--- src/rtl/seq_ser_pkg.sv ---
// seq_ser_pkg: shared types and helpers for the serializer front end.
//   state_t : shifter FSM states
//   ptr_w() : FIFO pointer width, one extra bit beyond the index as wrap flag
package seq_ser_pkg;
    typedef enum logic {S_IDLE, S_SHIFT} state_t;
    function automatic int ptr_w(input int depth);
        return $clog2(depth) + 1;
    endfunction
endpackage

--- src/rtl/seq_ser_fifo.sv ---
// seq_ser_fifo: synchronous FIFO with wrap-flag pointers and a combinational head.
//   clk, rst_n : clock, async active-low reset
//   flush      : synchronous clear of both pointers (wins over push/pop)
//   push/wdata : write wdata when not full
//   pop        : advance head when not empty
//   rdata      : current head entry
//   full/empty : pointer-derived status
//   count      : number of stored entries
module seq_ser_fifo
    import seq_ser_pkg::*;
#(
    parameter int WIDTH = 8,
    parameter int DEPTH = 4
) (
    input  logic                       clk,
    input  logic                       rst_n,
    input  logic                       flush,
    input  logic                       push,
    input  logic                       pop,
    input  logic [WIDTH-1:0]           wdata,
    output logic [WIDTH-1:0]           rdata,
    output logic                       full,
    output logic                       empty,
    output logic [ptr_w(DEPTH)-1:0]    count
);
    localparam int PW = ptr_w(DEPTH);
    logic [WIDTH-1:0] mem [DEPTH];
    logic [PW-1:0]    wp, rp;
    logic             do_push, do_pop;

    assign empty   = wp == rp;
    assign full    = (wp ^ rp) == {1'b1, {(PW-1){1'b0}}};
    assign count   = wp - rp;
    assign rdata   = mem[rp[PW-2:0]];
    assign do_push = push && !full && !flush;
    assign do_pop  = pop && !empty && !flush;

    always_ff @(posedge clk or negedge rst_n) begin
        if (!rst_n) begin
            wp <= '0;
            rp <= '0;
        end else if (flush) begin
            wp <= '0;
            rp <= '0;
        end else begin
            if (do_push) wp <= wp + PW'(1);
            if (do_pop) rp <= rp + PW'(1);
        end
    end

    always_ff @(posedge clk) begin
        if (do_push) mem[wp[PW-2:0]] <= wdata;
    end
endmodule

--- src/rtl/seq_serializer.sv ---
// seq_serializer: buffers WIDTH-bit words and streams them MSB first with no gaps.
//   clk, rst_n          : clock, async active-low reset
//   flush               : synchronous abort of current word and FIFO contents
//   din_data/valid/ready: input word handshake (din_ready registered)
//   dout, dout_valid    : serial bit and its qualifier
//   word_done           : high on the LSB of each word
//   busy                : shifting or words queued
module seq_serializer
    import seq_ser_pkg::*;
#(
    parameter int WIDTH = 8,
    parameter int DEPTH = 4
) (
    input  logic             clk,
    input  logic             rst_n,
    input  logic             flush,
    input  logic [WIDTH-1:0] din_data,
    input  logic             din_valid,
    output logic             din_ready,
    output logic             dout,
    output logic             dout_valid,
    output logic             word_done,
    output logic             busy
);
    localparam int PW = ptr_w(DEPTH);
    localparam int CW = $clog2(WIDTH);
    state_t           state, state_n;
    logic [WIDTH-1:0] shreg, shreg_n, rdata;
    logic [CW-1:0]    bit_cnt, cnt_n;
    logic [PW-1:0]    count, count_n;
    logic             push, pop, full, empty, done_n, rdy_n;

    assign push       = din_valid && din_ready && !full;
    assign dout       = shreg[WIDTH-1];
    assign dout_valid = state == S_SHIFT;
    assign busy       = dout_valid || !empty;

    seq_ser_fifo #(.WIDTH(WIDTH), .DEPTH(DEPTH)) u_fifo (
        .clk   (clk),
        .rst_n (rst_n),
        .flush (flush),
        .push  (push),
        .pop   (pop),
        .wdata (din_data),
        .rdata (rdata),
        .full  (full),
        .empty (empty),
        .count (count)
    );

    // The shift register drains to zero by the end of each word, so dout is
    // already 0 whenever the FSM idles.
    always_comb begin
        state_n = state;
        shreg_n = shreg;
        cnt_n   = bit_cnt;
        pop     = 1'b0;
        if (state == S_SHIFT) begin
            shreg_n = shreg << 1;
            cnt_n   = bit_cnt - CW'(1);
            if (bit_cnt == '0) state_n = S_IDLE;
        end
        if ((state == S_IDLE || bit_cnt == '0) && !empty) begin
            pop     = 1'b1;
            shreg_n = rdata;
            cnt_n   = CW'(WIDTH - 1);
            state_n = S_SHIFT;
        end
        if (flush) begin
            pop     = 1'b0;
            shreg_n = '0;
            cnt_n   = '0;
            state_n = S_IDLE;
        end
        count_n = flush ? '0 : count + PW'(push) - PW'(pop);
        rdy_n   = (count_n < PW'(DEPTH)) && !flush;
        done_n  = state_n == S_SHIFT && cnt_n == '0;
    end

    always_ff @(posedge clk or negedge rst_n) begin
        if (!rst_n) begin
            state     <= S_IDLE;
            shreg     <= '0;
            bit_cnt   <= '0;
            word_done <= 1'b0;
            din_ready <= 1'b0;
        end else begin
            state     <= state_n;
            shreg     <= shreg_n;
            bit_cnt   <= cnt_n;
            word_done <= done_n;
            din_ready <= rdy_n;
        end
    end
endmodule

--- config.mk ---
export PLATFORM = sky130hd
export DESIGN_NAME = seq_serializer
export DESIGN_NICKNAME = d
export VERILOG_FILES = /design/src/rtl/seq_ser_pkg.sv /design/src/rtl/seq_ser_fifo.sv /design/src/rtl/seq_serializer.sv
export SDC_FILE = /design/constraint.sdc
export NUM_CORES = 1
export LEC_CHECK = 0
export CAP_MARGIN = 20
export CORE_MARGIN = 5
export CORE_UTILIZATION = 43
export DETAILED_ROUTE_END_ITERATION = 10
export HOLD_SLACK_MARGIN = 0.12
export PLACE_DENSITY = 0.63
export RECOVER_POWER = 25
export SLEW_MARGIN = 25
export SYNTH_ARGS = -nofsm -noshare
export SYNTH_HDL_FRONTEND = slang
export SYNTH_SLANG_ARGS = --single-unit
--- constraint.sdc ---
create_clock -name clk -period 6 [get_ports clk]
set_input_delay 1.8 -clock clk [delete_from_list [all_inputs] [get_ports clk]]
set_output_delay 1.8 -clock clk [all_outputs]
set_load 0.05 [all_outputs]
; Word level (Yosys, flattened, before mapping)
; Memories as Yosys holds them, arrays and structs flattened.
; Cells that the tools add are included.
[totals]
n_memories = 1
output_inout_bits = 5
mem_bits_ro = 0
elab_cells = 57
latchBits = 0
register_bits = 20
mem_bits_rw = 32
[mem_list]
columns = name, depth, width, rd, rd_ports_with_merged_regs, wr, line
row1 = u_fifo.mem, 4, 8, 1, 0, 1, seq_ser_fifo.sv:27  ; logic [WIDTH-1:0] mem [DEPTH];
[classes]
n_lt_le_gt_ge = 1
shift = 0
n_eq_ne = 2
div = 0
n_mux = 19
reduce_logical = 19
n_bitwise = 2
n_mul = 0
n_addsub = 6
[op_table]
columns = op, n
row1 = 3-bit two-way mux, 8
row2 = 8-bit two-way mux, 3
row3 = 1-bit logical AND, 9
row4 = 1-bit two-way mux, 8
row5 = "3-bit by 1-bit adder with 3-bit output, second input constant", 2
row6 = 3-bit logical NOT, 2
row7 = 2-bit nonzero test, 2
row8 = 3-bit by 1-bit adder with 3-bit output, 1
row9 = 3-bit == test, 1
row10 = "3-bit == test, second input constant", 1
row11 = 1-bit logical NOT, 3
row12 = "3-bit < comparator, second input constant", 1
row13 = 3-bit nonzero test, 1
row14 = 3-bit by 1-bit subtractor with 3-bit output, 1
row15 = "3-bit by 1-bit subtractor with 3-bit output, second input constant", 1
row16 = 3-bit subtractor, 1
row17 = 3-bit XOR, 1
row18 = 1-bit logical OR, 2
row19 = 1-bit inverter, 1

; Longest topological paths before layout
[logic_depth]
depth_word = 9
depth_mapped = 12
mapped_depth_nobuf = 11

; Hierarchy
; Synthesis repeated with hierarchy kept, for this count alone.
[hier_totals]
hier_cells = 191
hier_area_um2 = 2533.7
[by_module_without_submodules]
columns = module, area_each_um2, n_inst, cells_per_inst
row1 = seq_ser_fifo, 1727.9, 1, 105
row2 = seq_serializer, 805.8, 1, 86

; Worst setup path after synthesis
; No wires, ideal clock.
[synth_timing]
kind = in2reg
start = input flush
end = register din_ready
required_ps = 5928
t_arrival_ps = 3821
setup_slack_ps = 2106
n_path_buf = 2
path_stages = 8
setup_time_ps = 72
path_cell_list = clkbuf_1 > clkbuf_1 > nor2_1 > fa_1 > fa_1 > nor3b_1 > xnor3_1 > nor2_1
[synth_between]
elab_chain_cells = 5
elab_cells_between_ends = 6
classes_between = 1 x add/sub / 1 x order compare / 2 x mux / 2 x reduce/logical
[synth_rtl]
columns = element, line
row1 = "start, declared", seq_serializer.sv:16  ; input logic flush,
row2 = 1-bit two-way mux, seq_serializer.sv:69  ; if (flush) begin
row3 = 3-bit by 1-bit subtractor with 3-bit output, seq_serializer.sv:75  ; count_n = flush ? '0 : count + PW'(push) - PW'(pop);
row4 = 3-bit two-way mux, seq_serializer.sv:75
row5 = 3-bit < comparator, seq_serializer.sv:76  ; rdy_n = (count_n < PW'(DEPTH)) && !flush;
row6 = 1-bit logical AND *, seq_serializer.sv:76
row7 = named net rdy_n, seq_serializer.sv:31  ; logic push, pop, full, empty, done_n, rdy_n;
row8 = "end signal, assigned", seq_serializer.sv:92  ; din_ready <= rdy_n;
row9 = "end, declared", seq_serializer.sv:19  ; output logic din_ready,
; Mark *: on every way through the listed nets, which the timed path passes. The rest lies on a longest branch.
; A chain may end at the register's enable or synchronous reset.

; Worst setup path in the final report
[layout_timing]
start = register u_fifo.rp[0]
end = output busy
[layout_between]
elab_chain_cells = 3
[layout_rtl]
columns = element, line
row1 = "start, declared", seq_ser_fifo.sv:28  ; logic [PW-1:0] wp, rp;
row2 = "start signal, assigned", seq_ser_fifo.sv:47  ; if (do_pop) rp <= rp + PW'(1);
row3 = 3-bit == test, seq_ser_fifo.sv:31  ; assign empty = wp == rp;
row4 = 1-bit logical NOT, seq_serializer.sv:36  ; assign busy = dout_valid || !empty;
row5 = 1-bit logical OR, seq_serializer.sv:36
row6 = "end, declared", seq_serializer.sv:23  ; output logic busy
; No other way between the ends.

==> metrics.txt <==
largest net degree at the start of global routing 33; Ports 17; WS Path Type reg2out; grt total ovfl 0; Initial Util 44.8%; number of flops mapped to enable cells by yosys 32; hold_buf cts 0; clock-pin slew on the worst setup and hold paths 0.09 ns; Post-CTS Setup Bufs 0; share of cells above drive strength 1 16.7%; first-pass iteration count of the detailed router 4; FMAX 225 MHz; dpl hpwl 3080 µm; unrepaired setup endpoints after global routing no; Die ar. 0.00747 mm²; Data arrival, critical path 2.64 ns; HP Class reg2reg; GRT Util Overall 12.8%; Pwr Total 1.14 mW; Synth top area share 38.2%; Max clock buf depth 2; Max Slew Vio Count 0; worst clock skew 0.00560 ns; Routed wire per std cell 16.6 µm; Leak 1.06 nW; die span in x 86.5 µm; Crit. End Element primary output; Final Hold Fails 0; status complete, no violations; Nets 212; Vias/cell 5.44; crit-path cells xor2_1 -> or4_4 -> clkdlybuf4s50_1; post-synth top area cell edfxtp_1; fin crit share 74.1%; Root Buffer Master clkbuf_8; CTS sink cnt 52; worst skew pair latency 0.29 ns; setup violators final 0; top_reg_cell synth edfxtp_1; Crit path max-delay family flip-flops; Routed Antenna Nets 0; Finished Cell Area 0.00284 mm²; Rows 27; register area share after synthesis 58.1%; Tightest Pin Transition 1.09 ns; vias 1,437; routability cong. 0.726; Mapped Cells 171; DRT Wirelength 4390 µm; dpl cell area 0.00276 mm²; flip-flop and latch count after synthesis 52; setup tns final 0 ns; Buf/Inv on CP 1; reg-to-reg slack, setup 2.49 ns; H-tree Lvls 2; slowest cell on the critical path dfrtp_1; Post-synth ARST share 38.5%; Yosys Warn Count 0; pwr dens 401 mW/mm²; initial antenna violation count 0; Cell variety after synth 43; Worst path max stage delay 0.85 ns; core footprint 0.00561 mm²; VDD IR max 0.162 mV; Fillers 506; Remaining DRCs 0; worst endpoint required time 4.20 ns; Inserted Clock Buffers 5; area added between synthesis and finish 13.0%; post-route minimum period 4.44 ns; DR iter-0 viols 34; synth top area cells edfxtp_1, dfrtp_1, mux4_2, mux2i_1, ha_1; netlist area before placement 0.00251 mm²; WHS 0.593 ns; post_cts resized 0; Slew headroom 27.0%; Avg Cell Area, Syn 14.7 µm²; chip height 86.5 µm; first-pass GRT wire length 7400 µm; critical path peak fanout 14; CTS tree built; ANT cells 0; Max-Cap Viols 0; CP Launch Type flop; IO Port Bufs 16; vias in the first global route 1,538; final core utilization 50.7%; syn nets 192
[worst min-delay path: stages (launching register included)]
cell and delay (ns):
dfrtp_1 0.38, inv_1 0.09, o32ai_2 0.09
[metal layers]
layer | up-vias | part of all wire (%) | track usage, %
met5 | - | 0 | 0
met4 | 0 | 1.5 | 4.25
met3 | 7 | 2.8 | 2.38
li1 | 677 | - | -
met2 | 18 | 52 | 22.1
met1 | 735 | 44 | 16.1
[layout make-up]
class,instances,area [µm²],share of cell area [%]
sequential,52,1460,51.4
multi-input combinational,96,953,33.6
timing repair buffer,21,191,6.74
tap,72,90.1,3.17
clock buffer,5,68.8,2.42
inverter,15,56.3,1.98
clock inverter,3,20.0,0.705
[worst paths after layout]
check,from,endpoint,cells past startpoint
worst max register to register,u_fifo.rp[0],din_ready,8
worst max-delay path,u_fifo.rp[0],busy,3
max in group asynchronous,rst_n,u_fifo.wp[0],1
worst min register to register,shreg[0],shreg[0],2
min in group asynchronous,rst_n,word_done,1
worst min-delay path,shreg[0],shreg[0],2
[through the flow]
stage / instances / setup slack [ns]
floorplan: 171 / 2.11
global placement: 256 / 1.81
detailed placement: 256 / 1.70
CTS: 264 / 1.50
global route: 264 / 1.34
finish: 264 / 1.56
[kinds of logic after synthesis]
kind of cell               after synthesis  share of synthesized area (%)
adders and majority gates                9                           5.08
buffers and inverters                   23                           3.93
AOI/OAI and AO/OA                       28                           9.11
and+or+nand+nor                         32                           7.87
DFF                                     52                           58.1
muxes                                   19                           11.6
xor gates and xnor gates                 8                           4.23
[state kept, by name, indices dropped and copies added (netlist names)]
name        count
u_fifo.mem     32
shreg           8
bit_cnt         3
u_fifo.rp       3
u_fifo.wp       3
din_ready       1
dout_valid      1
word_done       1
[power by group]
part           internal, mW  switching, mW
Combinational         0.205          0.242
Clock                0.0832          0.111
Sequential            0.428         0.0706
Total                 0.716          0.423
[synthesized netlist by cell type (2+ instances only)]
cell type / count
nand2_1: 3
dfrtp_1: 20
a221oi_1: 7
xnor2_1: 2
nor3b_1: 5
xor2_1: 2
a21oi_1: 4
nor2b_1: 3
inv_1: 14
mux2_2: 2
fa_1: 2
mux4_2: 8
xnor2_2: 2
o21bai_1: 6
mux2i_1: 9
ha_1: 7
nor2_1: 6
edfxtp_1: 32
o21ai_0: 3
clkbuf_1: 5
nand2b_1: 7
[placed cells by master (no fill, tap or decap), types with 2 or more instances in the layout]
cell	n
dfrtp_1	20
a21oi_1	4
clkbuf_8	5
mux2i_1	9
clkdlybuf4s50_1	13
dlygate4sd3_1	2
o21bai_1	6
buf_4	5
nor3b_1	5
mux2_2	2
o21ai_0	3
xor2_1	2
ha_1	7
nand2_1	3
edfxtp_1	32
nor2b_1	3
xnor2_2	2
mux4_2	8
xnor2_1	2
a221oi_1	7
nand2b_1	7
fa_1	2
inv_1	14
nor2_1	6
No activity file was read; power rests on OpenSTA's default activity.
